### src/rtl/spi_pkg.sv
`default_nettype none
// ----------------------------------------------------------------------------
// spi_pkg : command/state encodings and frame widths shared by SPI master/slave
// Rev 1.0
// ----------------------------------------------------------------------------
package spi_pkg;

   localparam int FRAME_W = 10;
   localparam int DATA_W  = 8;
   localparam int ADDR_W  = 8;

   typedef enum logic [1:0] {
      CMD_WR_ADDR = 2'b00,
      CMD_WR_DATA = 2'b01,
      CMD_RD_ADDR = 2'b10,
      CMD_RD_DATA = 2'b11
   } spi_cmd_e;

   typedef enum logic [2:0] {
      ST_IDLE      = 3'd0,
      ST_SEL       = 3'd1,
      ST_SHIFT_OUT = 3'd2,
      ST_WAIT_RD   = 3'd3,
      ST_SHIFT_IN  = 3'd4,
      ST_END       = 3'd5,
      ST_GAP       = 3'd6
   } spi_mst_state_e;

endpackage
`default_nettype wire

### src/rtl/spi_master.sv
`default_nettype none
// ----------------------------------------------------------------------------
// spi_master : serialises {cmd,payload} frames MSB first, captures rd-data byte
// Rev 1.0
// ----------------------------------------------------------------------------
module spi_master
   import spi_pkg::*;
#(
   parameter int unsigned RD_LAT     = 3,
   parameter int unsigned GAP_CYCLES = 1
) (
   input  logic              clk,
   input  logic              rst_n,
   input  logic              req_valid,
   output logic              req_ready,
   input  logic [1:0]        req_cmd,
   input  logic [DATA_W-1:0] req_payload,
   output logic              SS_n,
   output logic              MOSI,
   input  logic              MISO,
   output logic              rsp_valid,
   output logic [DATA_W-1:0] rsp_data,
   output logic              busy
);

   localparam logic [4:0] c_shift_out_last = 5'd10;
   localparam logic [4:0] c_shift_in_last  = 5'd7;
   localparam logic [4:0] c_wait_last      = (RD_LAT > 1)     ? 5'(RD_LAT - 2)     : 5'd0;
   localparam logic [4:0] c_gap_last       = (GAP_CYCLES > 1) ? 5'(GAP_CYCLES - 2) : 5'd0;

   spi_mst_state_e      r_state;
   spi_mst_state_e      w_state_nxt;
   logic [4:0]          r_cnt;
   logic [4:0]          w_cnt_nxt;
   logic [FRAME_W-1:0]  r_word;
   logic [DATA_W-1:0]   r_shreg;
   logic [DATA_W-1:0]   w_shreg_nxt;
   logic                r_ss_n;
   logic                r_mosi;
   logic                r_rsp_valid;
   logic [DATA_W-1:0]   r_rsp_data;
   logic                w_accept;
   logic                w_ss_n_nxt;
   logic                w_mosi_nxt;
   logic                w_rsp_fire;
   logic [3:0]          w_bit_idx;

   assign req_ready   = (r_state == ST_IDLE);
   assign busy        = ~req_ready;
   assign w_accept    = req_valid & req_ready;
   assign w_shreg_nxt = {r_shreg[DATA_W-2:0], MISO};
   assign SS_n        = r_ss_n;
   assign MOSI        = r_mosi;
   assign rsp_valid   = r_rsp_valid;
   assign rsp_data    = r_rsp_data;

   always_ff @(posedge clk) begin
      if (!rst_n) begin
         r_state <= ST_IDLE;
         r_cnt   <= '0;
      end else begin
         r_state <= w_state_nxt;
         r_cnt   <= w_cnt_nxt;
      end
   end

   // END plus GAP span GAP_CYCLES cycles; the IDLE cycle completes the inter-frame gap.
   always_comb begin
      w_state_nxt = r_state;
      w_cnt_nxt   = r_cnt;
      w_ss_n_nxt  = 1'b1;
      w_mosi_nxt  = 1'b0;
      w_rsp_fire  = 1'b0;
      w_bit_idx   = 4'd9;
      case (r_state)
         ST_IDLE: begin
            if (req_valid) begin
               w_state_nxt = ST_SEL;
               w_cnt_nxt   = '0;
            end
         end
         ST_SEL: begin
            w_state_nxt = ST_SHIFT_OUT;
            w_cnt_nxt   = '0;
         end
         ST_SHIFT_OUT: begin
            if (r_cnt == c_shift_out_last) begin
               w_cnt_nxt = '0;
               if (r_word[FRAME_W-1 -: 2] != CMD_RD_DATA) begin
                  w_state_nxt = ST_END;
               end else if (RD_LAT == 1) begin
                  w_state_nxt = ST_SHIFT_IN;
               end else begin
                  w_state_nxt = ST_WAIT_RD;
               end
            end else begin
               w_cnt_nxt = r_cnt + 5'd1;
            end
         end
         ST_WAIT_RD: begin
            if (r_cnt == c_wait_last) begin
               w_state_nxt = ST_SHIFT_IN;
               w_cnt_nxt   = '0;
            end else begin
               w_cnt_nxt = r_cnt + 5'd1;
            end
         end
         ST_SHIFT_IN: begin
            if (r_cnt == c_shift_in_last) begin
               w_state_nxt = ST_END;
               w_cnt_nxt   = '0;
               w_rsp_fire  = 1'b1;
            end else begin
               w_cnt_nxt = r_cnt + 5'd1;
            end
         end
         ST_END: begin
            w_state_nxt = (GAP_CYCLES > 1) ? ST_GAP : ST_IDLE;
            w_cnt_nxt   = '0;
         end
         ST_GAP: begin
            if (r_cnt == c_gap_last) begin
               w_state_nxt = ST_IDLE;
               w_cnt_nxt   = '0;
            end else begin
               w_cnt_nxt = r_cnt + 5'd1;
            end
         end
         default: begin
            w_state_nxt = ST_IDLE;
            w_cnt_nxt   = '0;
         end
      endcase

      w_ss_n_nxt = (w_state_nxt == ST_IDLE) || (w_state_nxt == ST_END) || (w_state_nxt == ST_GAP);
      // First shift cycle repeats the direction bit, then word[9]..word[0].
      if (w_cnt_nxt != 5'd0) begin
         w_bit_idx = 4'(5'd10 - w_cnt_nxt);
      end
      if (w_state_nxt == ST_SHIFT_OUT) begin
         w_mosi_nxt = r_word[w_bit_idx];
      end
   end

   always_ff @(posedge clk) begin
      if (!rst_n) begin
         r_word      <= '0;
         r_shreg     <= '0;
         r_ss_n      <= 1'b1;
         r_mosi      <= 1'b0;
         r_rsp_valid <= 1'b0;
         r_rsp_data  <= '0;
      end else begin
         if (w_accept) begin
            r_word <= {req_cmd, req_payload};
         end
         if (r_state == ST_SHIFT_IN) begin
            r_shreg <= w_shreg_nxt;
         end
         r_ss_n      <= w_ss_n_nxt;
         r_mosi      <= w_mosi_nxt;
         r_rsp_valid <= w_rsp_fire;
         if (w_rsp_fire) begin
            r_rsp_data <= w_shreg_nxt;
         end
      end
   end

endmodule
`default_nettype wire

### config.mk
export PLATFORM = sky130hd
export DESIGN_NAME = spi_master
export DESIGN_NICKNAME = d
export VERILOG_FILES = /design/src/rtl/spi_pkg.sv /design/src/rtl/spi_master.sv
export SDC_FILE = /design/constraint.sdc
export NUM_CORES = 1
export LEC_CHECK = 0
export CAP_MARGIN = 20
export CORE_MARGIN = 2
export CORE_UTILIZATION = 54
export DETAILED_ROUTE_END_ITERATION = 12
export GPL_ROUTABILITY_DRIVEN = 0
export PLACE_DENSITY = 0.79
export REMOVE_ABC_BUFFERS = 1
export SYNTH_ARGS = -nofsm -noshare
export SYNTH_HDL_FRONTEND = slang
export SYNTH_SLANG_ARGS = --single-unit
### constraint.sdc
create_clock -name clk -period 3.9 [get_ports clk]
set_clock_uncertainty 0.15 [all_clocks]
set_input_delay 0.39 -clock clk [delete_from_list [all_inputs] [get_ports clk]]
set_output_delay 0.39 -clock clk [all_outputs]
set_load 0.02 [all_outputs]
==> summary.md, run 1 <==
| Metric | Value |
|---|---|
| Clock Sink Count | `36` |
| Die Ht | `65.2 µm` |
| Starting Density | `0.556` |
| Layout fillers | `341` |
| Peak Freq | `292 MHz` |
| Detailed-route via count | `1862` |
| Crit-path most repeated cell | `ha_1` |
| Worst setup EP type | `flop` |
| Slowest cell on crit path | `or4bb_1` |
| Nets | `286` |
| # resized after CTS | `0` |
| Antenna-violating nets left | `0` |
| Critical Path AT | `3480 ps` |
| Total core area | `3630 µm²` |
| Setup-failing EPs final | `0` |
| Minimum clock period after layout | `3430 ps` |
| Grt ovf | `0` |
| Synth Area in Compound Gates | `0.227` |
| Actual slew at the worst max-slew pin | `662 ps` |
| Post-synth EDFFs | `0` |
| Syn Inst Count | `248` |
| Post-Syn Area | `2020 µm²` |
| Pleak | `0.906 nW` |
| Asr flop ratio synth | `0` |
| Warnings from Yosys | `0` |
| Adder-Cell Fraction of Synth Area | `0.0372` |
| Crit path required time | `3960 ps` |
| Area growth syn-to-layout | `17.2%` |
| Sequential area share after synthesis | `0.357` |
| Synth Area per Inst | `8.15 µm²` |
| Root buf cell | `clkbuf_8` |
| Worst vdd ir | `0.000331 V` |
| Register area | `721 µm²` |
| Port Buffer Count | `26` |
| Avg WL per Cell | `13.7 µm` |
| Mux cell area share after synthesis | `0.0495` |
| Post-Layout Cell Count | `315` |
| HP Start | `r_word[2]$_SDFFE_PN0P_` |
| Synth Flop Type | `dfxtp_1` |
| Hold-fix buffers at CTS | `0` |
| Slew HR | `0.553` |
| Initial antenna violation count | `0` |
| CP Launch Type | `flop` |
| Reg clk slew, reported paths | `70 ps` |
| P per Cell Area | `359 nW/µm²` |
| DR iter-0 viols | `185` |
| Share of cells above drive strength 1 | `0.0824` |
| Critical R2R Launch | `r_cnt[1]$_SDFF_PN0_` |
| Fin. Hold Viols | `0` |
| #FFs+latches synth | `36` |
| Footprint of the multi-input gates | `1180 µm²` |
| WL final | `4320 µm` |
| Cell Chain, Critical Path | `ha_1 -> or4bb_1 -> nand2_2 -> a31o_1 -> clkinv_4 -> ha_1 -> inv_1 -> a2111oi_0 -> a211oi_1 -> o311a_1 -> o221ai_1 -> a221oi_2` |
| Total global-route track usage | `0.221` |
| Top Ports | `27` |
| RSZ-0062 raised after global routing | `false` |
| Period Utilization, post-route | `0.878` |
| Unique masters post-synth | `59` |
| First-pass GRT wire length | `7420 µm` |
| Max cap viols | `0` |
| Worst setup startpoint | `r_cnt[1]$_SDFF_PN0_` |
| Detailed placer's ending HPWL | `3020 µm` |
| Status | `completed` |
| Placed Instances | `307` |
| 1st-pass router iterations | `4` |
| Worst-path maximum fanout | `9` |
| Vias in the first global route | `1681` |
| Largest family of logic cells by synthesized area | `simple AND/OR/NAND/NOR gates` |
| DRC | `0` |
| DR vias/cell | `5.91` |
| Die width | `65.2 µm` |
| Row cnt | `22` |
| Longest Clk Path Bufs | `2` |
| DIE AREA | `4250 µm²` |
| Xor and xnor area share after synthesis | `0.0130` |
| Crit path kind | `reg -> reg` |
| Final Slew Violations | `0` |
| Worst path max stage delay | `530 ps` |
| N_diodes | `0` |
| Worst Hold Class | `reg -> reg` |
| TNS Setup | `0 ps` |
| Clock latency at the later pin of the worst-skew pair | `290 ps` |
| CTS H-Tree Depth | `2` |
| CTS buffer count | `5` |
| Largest net degree at the start of global routing | `35` |
| Setup Buffers After CTS | `0` |
| Synth Area in Simple Gates | `0.256` |
| Power Total | `851 µW` |
| CTS tree | `yes` |
==> final timing paths <==
| kind | to | slack (ps) | depth (start not counted) |
|---|---|---|---|
| worst min register to register | r_word[2]$_SDFFE_PN0P_ | 310 | 2 |
| worst min-delay path | r_word[2]$_SDFFE_PN0P_ | 310 | 2 |
| worst max register to register | MOSI$_SDFF_PN0_ | 470 | 12 |
| worst max-delay path | MOSI$_SDFF_PN0_ | 470 | 12 |
==> registers in the layout, indices dropped and copies added, names as in the netlist <==
name,count
MOSI,1
SS_n,1
r_cnt,5
r_shreg,7
r_state,3
r_word,10
rsp_data,8
rsp_valid,1
==> worst max-delay path: cells and delay by family, from the launching register on <==
kind / cells / cell delay [ps]
DFF: 1 / 410
adders and majority gates: 2 / 540
buffers and inverters: 2 / 360
and+or+nand+nor: 2 / 650
AOI/OAI and AO/OA: 6 / 1240
==> cells by family after synthesis <==
logic type / after synthesis
AOI/OAI and AO/OA: 64
xor gates and xnor gates: 3
adders and majority gates: 6
buffers and inverters: 24
DFF: 36
muxes: 10
and+or+nand+nor: 105
==> cells in the final DEF, fill, tap and decap left out, drive strengths merged, types with 3 or more instances in the layout <==
master,count
nand2b,4
clkbuf,6
clkinv,3
or3,4
nor3,5
nor2,25
a211oi,4
dfxtp,36
a21oi,22
o21ai,9
o221ai,4
a31oi,3
inv,6
clkdlybuf4s50,26
nor2b,3
ha,6
and2,5
nand3b,3
mux2i,10
nand2,44
==> cell usage after synthesis (2+ instances only) <==
cell | number | area share
a2111oi_0 | 2 | 0.0087
a211oi_1 | 3 | 0.011
a21oi_1 | 22 | 0.054
a221oi_2 | 2 | 0.015
a22oi_1 | 2 | 0.0074
a31oi_1 | 3 | 0.0093
and2_1 | 5 | 0.015
buf_2 | 4 | 0.0099
buf_4 | 2 | 0.0074
buf_6 | 2 | 0.011
clkbuf_1 | 8 | 0.015
dfxtp_1 | 36 | 0.36
ha_1 | 6 | 0.037
inv_1 | 6 | 0.011
mux2i_1 | 10 | 0.050
nand2_1 | 43 | 0.080
nand2b_1 | 4 | 0.012
nand3_1 | 2 | 0.0050
nand3b_1 | 3 | 0.011
nand4_1 | 2 | 0.0062
nor2_1 | 24 | 0.045
nor2b_1 | 3 | 0.0093
nor3_1 | 5 | 0.012
o21ai_0 | 6 | 0.015
o21ai_1 | 2 | 0.0050
o221ai_1 | 2 | 0.0087
o221ai_2 | 2 | 0.015
o311ai_0 | 2 | 0.0087
or3_1 | 4 | 0.012
xor2_1 | 2 | 0.0087
==> where the power goes <==
group	leakage (nW)	internal (mW)	switching, mW
logic	0.559	0.0577	0.0783
registers	0.292	0.379	0.0131
clock network	0.0552	0.190	0.134
total	0.906	0.626	0.225
==> metal layers <==
| layer | vias up | share of wire | wire length, µm | GRT usage |
|---|---|---|---|---|
| li1 | 912 | - | - | - |
| met3 | 9 | 0.041 | 177 | 0.0411 |
| met4 | 0 | 0.020 | 85 | 0.102 |
| met5 | - | 0 | 0 | 0 |
| met1 | 892 | 0.45 | 1950 | 0.275 |
| met2 | 49 | 0.49 | 2110 | 0.370 |
==> final cells by class <==
cell class	instances	area share
tap	48	0.0254
sequential	36	0.304
multi-input combinational	188	0.497
clock inverter	2	0.0148
clock buffer	6	0.0306
timing repair buffer	27	0.113
inverter	8	0.0148
==> stage by stage <==
| step | cell area, µm² | setup slack [ps] | utilization | hold slack [ps] |
|---|---|---|---|---|
| 2_1_floorplan | 1930 | 844 | - | 286 |
| 3_3_place_gp | 2260 | 633 | 0.622 | 293 |
| 3_5_place_dp | 2260 | 560 | 0.622 | 298 |
| 4_1_cts | 2370 | 518 | 0.652 | 308 |
| 5_1_grt | 2370 | 196 | 0.652 | 333 |
| 6_report | 2370 | 474 | 0.652 | 308 |
Power figures use the tool's default switching activity.
==> inputs of run 2 (changes only) <==
Settings changed: CORE_UTILIZATION 54 to 59, PLACE_DENSITY 0.79 to 0.85.
Clock period 3.9 ns to 4.05 ns, I/O delays scaled along.
==> summary.md, run 2 (same netlist as run 1, synthesis figures left out) <==
| Metric | Value |
|---|---|
| Worst setup EP type | `flop` |
| Die Ht | `62.5 µm` |
| Max reg flops | `10` |
| Actual slew at the worst max-slew pin | `667 ps` |
| Area post-placement | `2260 µm²` |
| Met3 usage | `0.0523` |
| Detailed placer's ending HPWL | `3130 µm` |
| Status | `completed` |
| Grt ovf | `0` |
| Layout fillers | `297` |
| Gate power share | `0.183` |
| Critical Path AT | `3610 ps` |
| First-pass GRT wire length | `7550 µm` |
| Die width | `62.5 µm` |
| Period Utilization, post-route | `0.865` |
| Detailed-route via count | `1814` |
| Setup-failing EPs final | `0` |
| CTS H-Tree Depth | `2` |
| WL final | `4300 µm` |
| Longest Clk Path Bufs | `2` |
| Row cnt | `21` |
| Crit path kind | `reg -> reg` |
| Total global-route track usage | `0.239` |
| DIE AREA | `3910 µm²` |
| Largest register by flop count | `r_word` |
| Worst-path maximum fanout | `9` |
| TNS Setup | `0 ps` |
| Peak Freq | `285 MHz` |
| DR vias/cell | `5.80` |
| Nets | `286` |
| Hold path cells | `2` |
| Area growth syn-to-layout | `14.9%` |
| Met1 global-route usage | `0.314` |
| 1st-pass router iterations | `4` |
| Global routing's busiest layer | `met2` |
| Antenna-violating nets left | `0` |
| Port Buffer Count | `26` |
| Avg WL per Cell | `13.7 µm` |
| Top Ports | `27` |
| Fin. Hold Viols | `0` |
| Total core area | `3310 µm²` |
| Fin util | `0.701` |
| Reg2Reg Depth | `12` |
| Clock Sink Count | `36` |
| RSZ-0062 raised after global routing | `false` |
| Sw Pwr | `204 µW` |
| Most common cell after layout, fill and taps aside | `nand2_1` |
| Most frequent cells in the layout | `nand2_1 (43), dfxtp_1 (36), clkdlybuf4s50_1 (26), nor2_1 (24), a21oi_1 (22)` |
| DRC | `0` |
| CTS buffer count | `5` |
| Minimum clock period after layout | `3500 ps` |
| Pleak | `0.883 nW` |
| Largest net degree at the start of global routing | `35` |
| Vias in the first global route | `1679` |
| Root buf cell | `clkbuf_4` |
| CTS tree | `yes` |
| CP Launch Type | `flop` |
| Clk pwr share | `0.285` |
| Reg clk slew, reported paths | `100 ps` |
| Slew HR | `0.550` |
| Initial antenna violation count | `0` |
| Int Pwr | `505 µW` |
| Clock latency at the later pin of the worst-skew pair | `340 ps` |
| Post-route cell area | `2320 µm²` |
| Sw frac | `0.288` |
| Worst hold slack | `309 ps` |
| Max cap viols | `0` |
| Setup Buffers After CTS | `0` |
| Worst Hold Class | `reg -> reg` |
| DR iter-0 viols | `204` |
| Flop pwr share | `0.532` |
| Crit path required time | `4150 ps` |
| P per Cell Area | `305 nW/µm²` |
| Starting Density | `0.610` |
| Final Slew Violations | `0` |
| # resized after CTS | `0` |
| Reg2Reg Setup Slack | `550 ps` |
| Met2 Track Usage GR | `0.392` |
| Hold-fix buffers at CTS | `0` |
| N_diodes | `0` |
| Share of cells above drive strength 1 | `0.0824` |
| Worst vdd ir | `0.000215 V` |
==> run 2: cell types whose count changed in the layout (fill, tap and decap cells not counted), sizes merged <==
cell      change
bufinv        -1
clkinv        -1
clkbuf        +1
clkinvlp      +1
==> run 2: worst paths after layout <==
path	startpoint	endpoint
worst min-delay path	r_word[6]$_SDFFE_PN0P_	r_word[6]$_SDFFE_PN0P_
worst max-delay path	r_cnt[1]$_SDFF_PN0_	MOSI$_SDFF_PN0_
worst max register to register	r_cnt[1]$_SDFF_PN0_	MOSI$_SDFF_PN0_
worst min register to register	r_word[6]$_SDFFE_PN0P_	r_word[6]$_SDFFE_PN0P_
==> run 2: worst max-delay path, stage by stage, from the launching register on <==
cell,delay [ps]
dfxtp_1,410
ha_1,260
or4bb_1,540
nand2_2,110
a31o_1,370
clkinv_4,150
ha_1,260
inv_1,200
a2111oi_0,100
a211oi_1,310
o311a_1,220
o221ai_1,110
a221oi_2,220
==> run 2: routing by layer <==
layer  up-vias  wire [µm]  share of wire
met4         0         34         0.0079
li1        915          -              -
met5         -          0              0
met1       844       1950           0.45
met2        51       2120           0.49
met3         4        199          0.046
==> run 2: final cells by class <==
cell class,count,area [µm²],share of cell area
clock buffers,7,55.1,0.0237
clock inverters,1,7.51,0.00323
inverters,8,35.0,0.0151
multi-input cells,188,1180,0.507
flip-flops and latches,36,721,0.311
well taps,46,57.6,0.0248
repair buffers,27,268,0.115
==> run 2: power by group through the flow <==
stage / combinational [mW] / clock, mW / sequential [mW]
after CTS: 0.130 / 0.205 / 0.377
after global routing: 0.144 / 0.222 / 0.379
after global placement: 0.126 / 0 / 0.385
after detailed placement: 0.129 / 0 / 0.385
final: 0.130 / 0.202 / 0.377
after floorplan: 0.0858 / 0 / 0.383
==> run 2: metrics by stage <==
step / worst slack (ps) / instances / power [mW]
finish: 547 / 313 / 0.709
global route: 309 / 313 / 0.746
CTS: 599 / 313 / 0.711
detailed placement: 636 / 305 / 0.514
global placement: 772 / 305 / 0.510
floorplan: 994 / 232 / 0.469
